### src/rtl/regfile_param.sv
// Parameterised multi-read-port register file with a destination-reservation scoreboard.
// Optional same-cycle write-through on reads is enabled by defining REGFILE_BYPASS_EN.
module regfile_param #(
  parameter int unsigned DATA_W   = 32,
  parameter int unsigned ADDR_W   = 5,
  parameter int unsigned NUM_RD   = 2,
  parameter int unsigned ZERO_REG = 1,
  parameter int unsigned LED_SEL  = 0
) (
  input  logic                     clk,
  input  logic                     rst_n,
  input  logic [NUM_RD*ADDR_W-1:0] rd_addr,
  output logic [NUM_RD*DATA_W-1:0] rd_data,
  output logic [NUM_RD-1:0]        rd_busy,
  input  logic                     wr_en,
  input  logic [ADDR_W-1:0]        wr_addr,
  input  logic [DATA_W-1:0]        wr_data,
  input  logic                     rsv_en,
  input  logic [ADDR_W-1:0]        rsv_addr,
  output logic                     rsv_stall,
  output logic [ADDR_W:0]          busy_cnt,
  output logic [7:0]               reg_led_o
);

  localparam int unsigned Depth = 1 << ADDR_W;
  localparam bit ZeroEn = (ZERO_REG != 0);
  localparam logic [ADDR_W-1:0] LedIdx = ADDR_W'(LED_SEL);

  logic [DATA_W-1:0] regs_q [Depth];
  logic [Depth-1:0]  busy_q, busy_d;
  logic [ADDR_W:0]   cnt_q, cnt_d;
  logic              wr_ok, rsv_ok, cnt_inc, cnt_dec;

  assign rsv_stall = rsv_en & busy_q[rsv_addr] & ~(wr_en & (wr_addr == rsv_addr));
  assign rsv_ok    = rsv_en & ~rsv_stall & ~(ZeroEn & (rsv_addr == '0));
  assign wr_ok     = wr_en & ~(ZeroEn & (wr_addr == '0));

  // Reservation is applied after the write clear so it wins on a shared address.
  always_comb begin
    busy_d = busy_q;
    if (wr_ok) busy_d[wr_addr] = 1'b0;
    if (rsv_ok) busy_d[rsv_addr] = 1'b1;
  end

  // A write clearing the same address that is re-reserved leaves the count untouched.
  assign cnt_inc = rsv_ok & ~busy_q[rsv_addr];
  assign cnt_dec = wr_ok & busy_q[wr_addr] & ~(rsv_ok & (rsv_addr == wr_addr));

  always_comb begin
    cnt_d = cnt_q;
    case ({cnt_inc, cnt_dec})
      2'b10:   cnt_d = cnt_q + 1'b1;
      2'b01:   cnt_d = cnt_q - 1'b1;
      default: cnt_d = cnt_q;
    endcase
  end

  always_ff @(posedge clk) begin
    if (!rst_n) begin
      for (int i = 0; i < Depth; i++) regs_q[i] <= '0;
      busy_q <= '0;
      cnt_q  <= '0;
    end else begin
      if (wr_ok) regs_q[wr_addr] <= wr_data;
      busy_q <= busy_d;
      cnt_q  <= cnt_d;
    end
  end

  always_comb begin
    rd_data = '0;
    rd_busy = '0;
    for (int k = 0; k < NUM_RD; k++) begin
      rd_data[k*DATA_W +: DATA_W] = regs_q[rd_addr[k*ADDR_W +: ADDR_W]];
`ifdef REGFILE_BYPASS_EN
      if (wr_ok && (wr_addr == rd_addr[k*ADDR_W +: ADDR_W])) begin
        rd_data[k*DATA_W +: DATA_W] = wr_data;
      end
`endif
      if (ZeroEn && (rd_addr[k*ADDR_W +: ADDR_W] == '0)) rd_data[k*DATA_W +: DATA_W] = '0;
      rd_busy[k] = busy_q[rd_addr[k*ADDR_W +: ADDR_W]];
    end
  end

  assign busy_cnt  = cnt_q;
  assign reg_led_o = regs_q[LedIdx][DATA_W-1 -: 8];

endmodule

### config.mk
export PLATFORM = sky130hd
export DESIGN_NAME = regfile_param
export DESIGN_NICKNAME = d
export VERILOG_FILES = /design/src/rtl/regfile_param.sv
export SDC_FILE = /design/constraint.sdc
export NUM_CORES = 2
export LEC_CHECK = 0
export BUFFER_PORTS_ARGS = -buffer_cell sky130_fd_sc_hd__buf_2
export CAP_MARGIN = 25
export CORE_MARGIN = 5
export CORE_UTILIZATION = 57
export DETAILED_ROUTE_END_ITERATION = 6
export GPL_TIMING_DRIVEN = 0
export PLACE_DENSITY = 0.75
export REMOVE_ABC_BUFFERS = 1
export SLEW_MARGIN = 15
export SYNTH_ARGS = -nofsm -noshare
export SYNTH_HDL_FRONTEND = slang
export SYNTH_SLANG_ARGS = --single-unit
### constraint.sdc
create_clock -name clk -period 4 [get_ports clk]
set_clock_uncertainty 0.1 [all_clocks]
set_input_delay 0.2 -clock clk [delete_from_list [all_inputs] [get_ports clk]]
set_output_delay 0.2 -clock clk [all_outputs]
set_load 0.01 [all_outputs]
# After elaboration in Yosys (flattened, before gate mapping)
# Memory sizes are Yosys's and may differ from the RTL's.
# Index checks and enable logic that the tools add are counted.
[totals]
ff_bits = 38
latch_bits = 0
mem_bits_rw = 1024
mem_bits_ro = 0
out_inout_bits = 81
elab_cells = 66
mem_count = 1
[mem_list]
columns = ["name", "words", "width", "read_ports", "rd_clocked_by_memory_dff", "wr", "line_no", "rtl"]
rows = [
  ["regs_q", 32, 32, 3, 0, 32, "29", "logic [DATA_W-1:0] regs_q [Depth];"],
]
[classes]
addsub = 2
mul = 0
div_mod_pow = 0
order_cmp = 6
n_eq_ne = 4
shift = 0
muxes = 24
bitwise = 19
n_reduce_logical = 8
[ops]
columns = ["op", "n"]
rows = [
  ["32-bit two-way mux", 5],
  ["32-bit AND", 1],
  ["32-bit inverter", 1],
  ["32-bit OR", 1],
  ["32-bit OR reduction", 1],
  ["5-bit by 6-bit < comparator with 1-bit output, second input constant", 4],
  ["1-bit binary-select mux with 5-bit select", 4],
  ["5-bit logical NOT", 4],
  ["6-bit case mux with 2 select lines", 1],
  ["1-bit two-way mux", 11],
  ["1-bit AND", 10],
  ["1-bit demux with 5-bit select", 2],
  ["5-bit == test", 2],
  ["5-bit by 1-bit greater-or-equal comparator with 1-bit output, second input constant", 2],
  ["6-bit by 1-bit adder with 6-bit output, second input constant", 1],
  ["1-bit inverter", 6],
  ["6-bit by 1-bit subtractor with 6-bit output, second input constant", 1],
  ["5-bit two-way mux", 1],
  ["2-bit by 1-bit == test with 1-bit output, second input constant", 1],
  ["2-bit == test, second input constant", 1],
  ["1-bit logical AND", 2],
  ["2-bit nonzero test", 1],
]

# Longest topological paths before layout
[depth]
ltp_word = 12
depth_mapped = 16
depth_no_buf = 14

# Worst setup path before layout
# OpenSTA, ideal clock, no wires.
[synth_timing]
kind = "input port to flip-flop"
from = "in wr_addr[2]"
to = "mem regs_q[10][0] (enable)"
arrival_ps = 3406
required_time_ps = 3430
slack_ps = 24
stages = 4
path_cell_list = "buf_2 -> or3b_2 -> clkbuf_1 -> o21ai_0"
[synth_lines]
columns = ["element", "line_no", "rtl"]
rows = [
  ["from (decl)", "16", "input logic [ADDR_W-1:0] wr_addr,"],
  ["to (decl)", "29", ""],
]

# Worst setup path in the final report
[layout_timing]
from = "in rd_addr[5]"
to = "out rd_data[34]"
[layout_between]
elab_chain_cells = 2
[layout_rtl]
columns = ["element", "line_no", "rtl"]
rows = [
  ["from (decl)", "12", "input logic [NUM_RD*ADDR_W-1:0] rd_addr,"],
  ["memory 32 x 32 bit or 5-bit logical NOT (tied branches)", "-", ""],
  ["32-bit two-way mux (*)", "80", "if (ZeroEn && (rd_addr[k*ADDR_W +: ADDR_W] == '0)) rd_data[k*DATA_W +: DATA_W] = '0;"],
  ["to (decl)", "13", "output logic [NUM_RD*DATA_W-1:0] rd_data,"],
]
# Every way passes the cells marked *; elsewhere a longest branch is shown, timed or not.

==> impl_metrics.json <==
{
  "status": "finished clean",
  "vias": 35304,
  "hold_violations": 0,
  "crit_path_end_kind": "primary output",
  "pin_count": 137,
  "hold-path-cell-count": 2,
  "startpoint_type": "input pin",
  "synth_cell_types": 55,
  "drt-initial-drc-count": 5584,
  "hold_ws_ns": 0.0204,
  "grt_max_degree": 78,
  "rsz0062_at_grt": "false",
  "p_leak_nw": 22.5,
  "wl_per_cell_um": 34.7,
  "die_y_um": 326,
  "netlist_top_cells_count": "edfxtp_1, and2_1, mux4_2",
  "netlist_top_cells_area": "edfxtp_1, mux4_2, and2_1",
  "antenna_found_initial": 11,
  "clk_path_buf_depth": 3,
  "arrival_ns": 3.43,
  "yosysSeqAreaShare_pct": 55.3,
  "grt_pass1_vias": 36098,
  "syn_area_mm2": 0.0570,
  "fp.dieW_um": 326,
  "power.switching_w": 0.00679,
  "worstHoldEndpoint": "regs_q[17][23]",
  "p_sw_share_pct": 24.9,
  "nets": 3686,
  "rrSetupSlack_ns": 0.49,
  "power-per-cell-area_mw_per_mm2": 418,
  "fin_util_pct": 65.4,
  "power_frac_clock_pct": 38.4,
  "grt.overflow.total": 0,
  "area_growth_pct": 14.5,
  "fin_crit_sh_pct": 93.2,
  "layout-drive-gt1-share_pct": 31.6,
  "worst_ep_required_time_ns": 3.70,
  "fillers": 6538,
  "synth_edf_count": 1024,
  "portBuffers": 136,
  "ys.flop_type": "edfxtp_1",
  "yosysMostFrequentCell": "edfxtp_1",
  "synth_top_area_cell": "edfxtp_1",
  "r2r_cells": 14,
  "clock_sinks": 1062,
  "cap_violations": 0,
  "ys_warn_count": 0,
  "synth_top_area_share_pct": 54.0,
  "ir_drop_mv": 0.378,
  "p_comb_share_pct": 13.4,
  "core_area_mm2": 0.0997,
  "place.gp.congestion": 0.914,
  "dieArea_mm2": 0.106,
  "async_flop_share_pct": 0,
  "drv_slew": 0,
  "r2r-end": "busy_cnt[5]",
  "cts.clk_slew.worst_paths_ns": 0.06,
  "numCtsBuffers": 112,
  "via_per_inst": 7.03,
  "maxSlewHeadroom_pct": 26.0,
  "cts_setup_buffers": 0,
  "r2r_start": "busy_q[12]",
  "worstMarginPinSlew_ns": 1.11,
  "worstSkewPairLatency_ns": 0.70,
  "p_int_w": 0.0205,
  "seqPwrFrac_pct": 48.1,
  "layout_min_cycle_time_ns": 3.73,
  "avgSynthCellArea_um2": 15.9,
  "syn-instance-count": 3586,
  "htreeDepth": 3,
  "routed_wl_um": 174000,
  "synth-seq-cells": 1062,
  "min_path_type": "in -> reg",
  "ant_nets": 0,
  "cts_tree": "built",
  "rows": 116,
  "crit_path_max_fanout": 45,
  "dp_hpwl_um": 113000,
  "setup_viol": 0,
  "start_util_pct": 57.2,
  "min-delay-start": "wr_data[23]",
  "max_freq_mhz": 268,
  "grt_pass1_wl_um": 249000,
  "drc": 0,
  "criticalPathCategory": "in -> out",
  "dr.pass1.iters": 6,
  "root_buffer": "clkbuf_16",
  "grtUsageTotal_pct": 32.6
}
## how the worst max path moves through the flow
stage          startpoint       endpoint  slack (ns)  cells past startpoint
4_1_cts        rd_addr[0]    rd_data[12]        0.16                      9
6_report       rd_addr[5]    rd_data[34]        0.27                     12
5_1_grt        rd_addr[5]    rd_data[32]        0.11                     12
3_3_place_gp   rd_addr[0]    rd_data[12]      -14.82                      4
3_5_place_dp   wr_addr[3]    busy_cnt[5]       -0.10                     15
2_1_floorplan  wr_addr[2]  regs_q[16][0]        0.23                      4
## worst max-delay path, stage by stage
cell,delay (ns)
buf_8,0.18
buf_16,0.25
buf_16,0.26
buf_16,0.27
o41ai_2,0.58
buf_2,0.28
buf_2,0.24
buf_2,0.26
buf_4,0.22
buf_2,0.25
o21ai_1,0.12
buf_2,0.15
## power by group through the flow
stage               sequential [W]  combinational (W)  clock [W]
floorplan                   0.0133            0.00176          0
global placement            0.0134            0.00354          0
detailed placement          0.0133            0.00356          0
CTS                         0.0131            0.00359     0.0105
global route                0.0132            0.00377     0.0110
finish                      0.0131            0.00367     0.0105
## routing by layer
metal	vias to the layer above	GRT usage, %	part of all wire (%)	wire length [um]
li1	13844	-	-	-
met1	18022	43.3	34	59200
met2	2800	49.4	46	80700
met3	630	9.65	13	23200
met4	8	17.4	6.4	11100
met5	-	0	0.033	57
## cell families after synthesis
logic type / share of synthesized area (%)
adders and majority gates: 0.145
buffers and inverters: 3.71
and+or+nand+nor: 12.3
AOI/OAI and AO/OA: 1.71
DFF: 55.3
other: 0.00658
muxes: 26.7
xor gates and xnor gates: 0.154
## registers in the layout, summed over array words and instances (netlist names)
register  flops
busy_q       32
regs_q     1024
busy_cnt      6
## placed cells by master, fill, tap and decap left out, types with 8 or more instances in the layout
master            n
and2_1          994
nor2_1           16
buf_16           92
buf_8            11
buf_2           135
nand3_1           8
edfxtp_1       1024
clkbuf_1         20
dfxtp_1          38
nor2_4           29
clkinv_2         28
bufinv_16        13
clkbuf_16       115
inv_1           104
dlygate4sd3_1    14
o21ai_4          31
clkinv_1         23
o22ai_2          11
nand2_1          78
mux4_2          660
o21ai_1          63
conb_1           32
mux2i_1          33
buf_12           17
o22ai_1          29
## stage by stage
step	worst slack (ns)	cells	TNS [ns]	power, W	area, um^2
global route	0.107	5017	0	0.0279	65200
finish	0.274	5022	0	0.0273	65300
detailed placement	-0.102	4792	-0.144	0.0169	61400
global placement	-14.82	4663	-5028.25	0.0169	57700
CTS	0.155	5013	0	0.0272	65200
floorplan	0.231	3229	0	0.0150	55400
## repair_timing
item,CTS,global route
setup endpoints to repair,0,8
resized for setup,0,1
hold endpoints to repair,66,0
hold buffers,14,0
## cell type report
type / count / area [um^2] / area share (%)
timing repair buffer: 281 / 3990 / 6.12
inverter: 105 / 399 / 0.612
sequential: 1062 / 31500 / 48.3
clock buffer: 133 / 2900 / 4.45
clock inverter: 74 / 728 / 1.12
multi-input combinational: 2062 / 24100 / 36.9
tap: 1298 / 1620 / 2.49
antenna: 7 / 17.5 / 0.0268
Power figures use the tool's default switching activity.
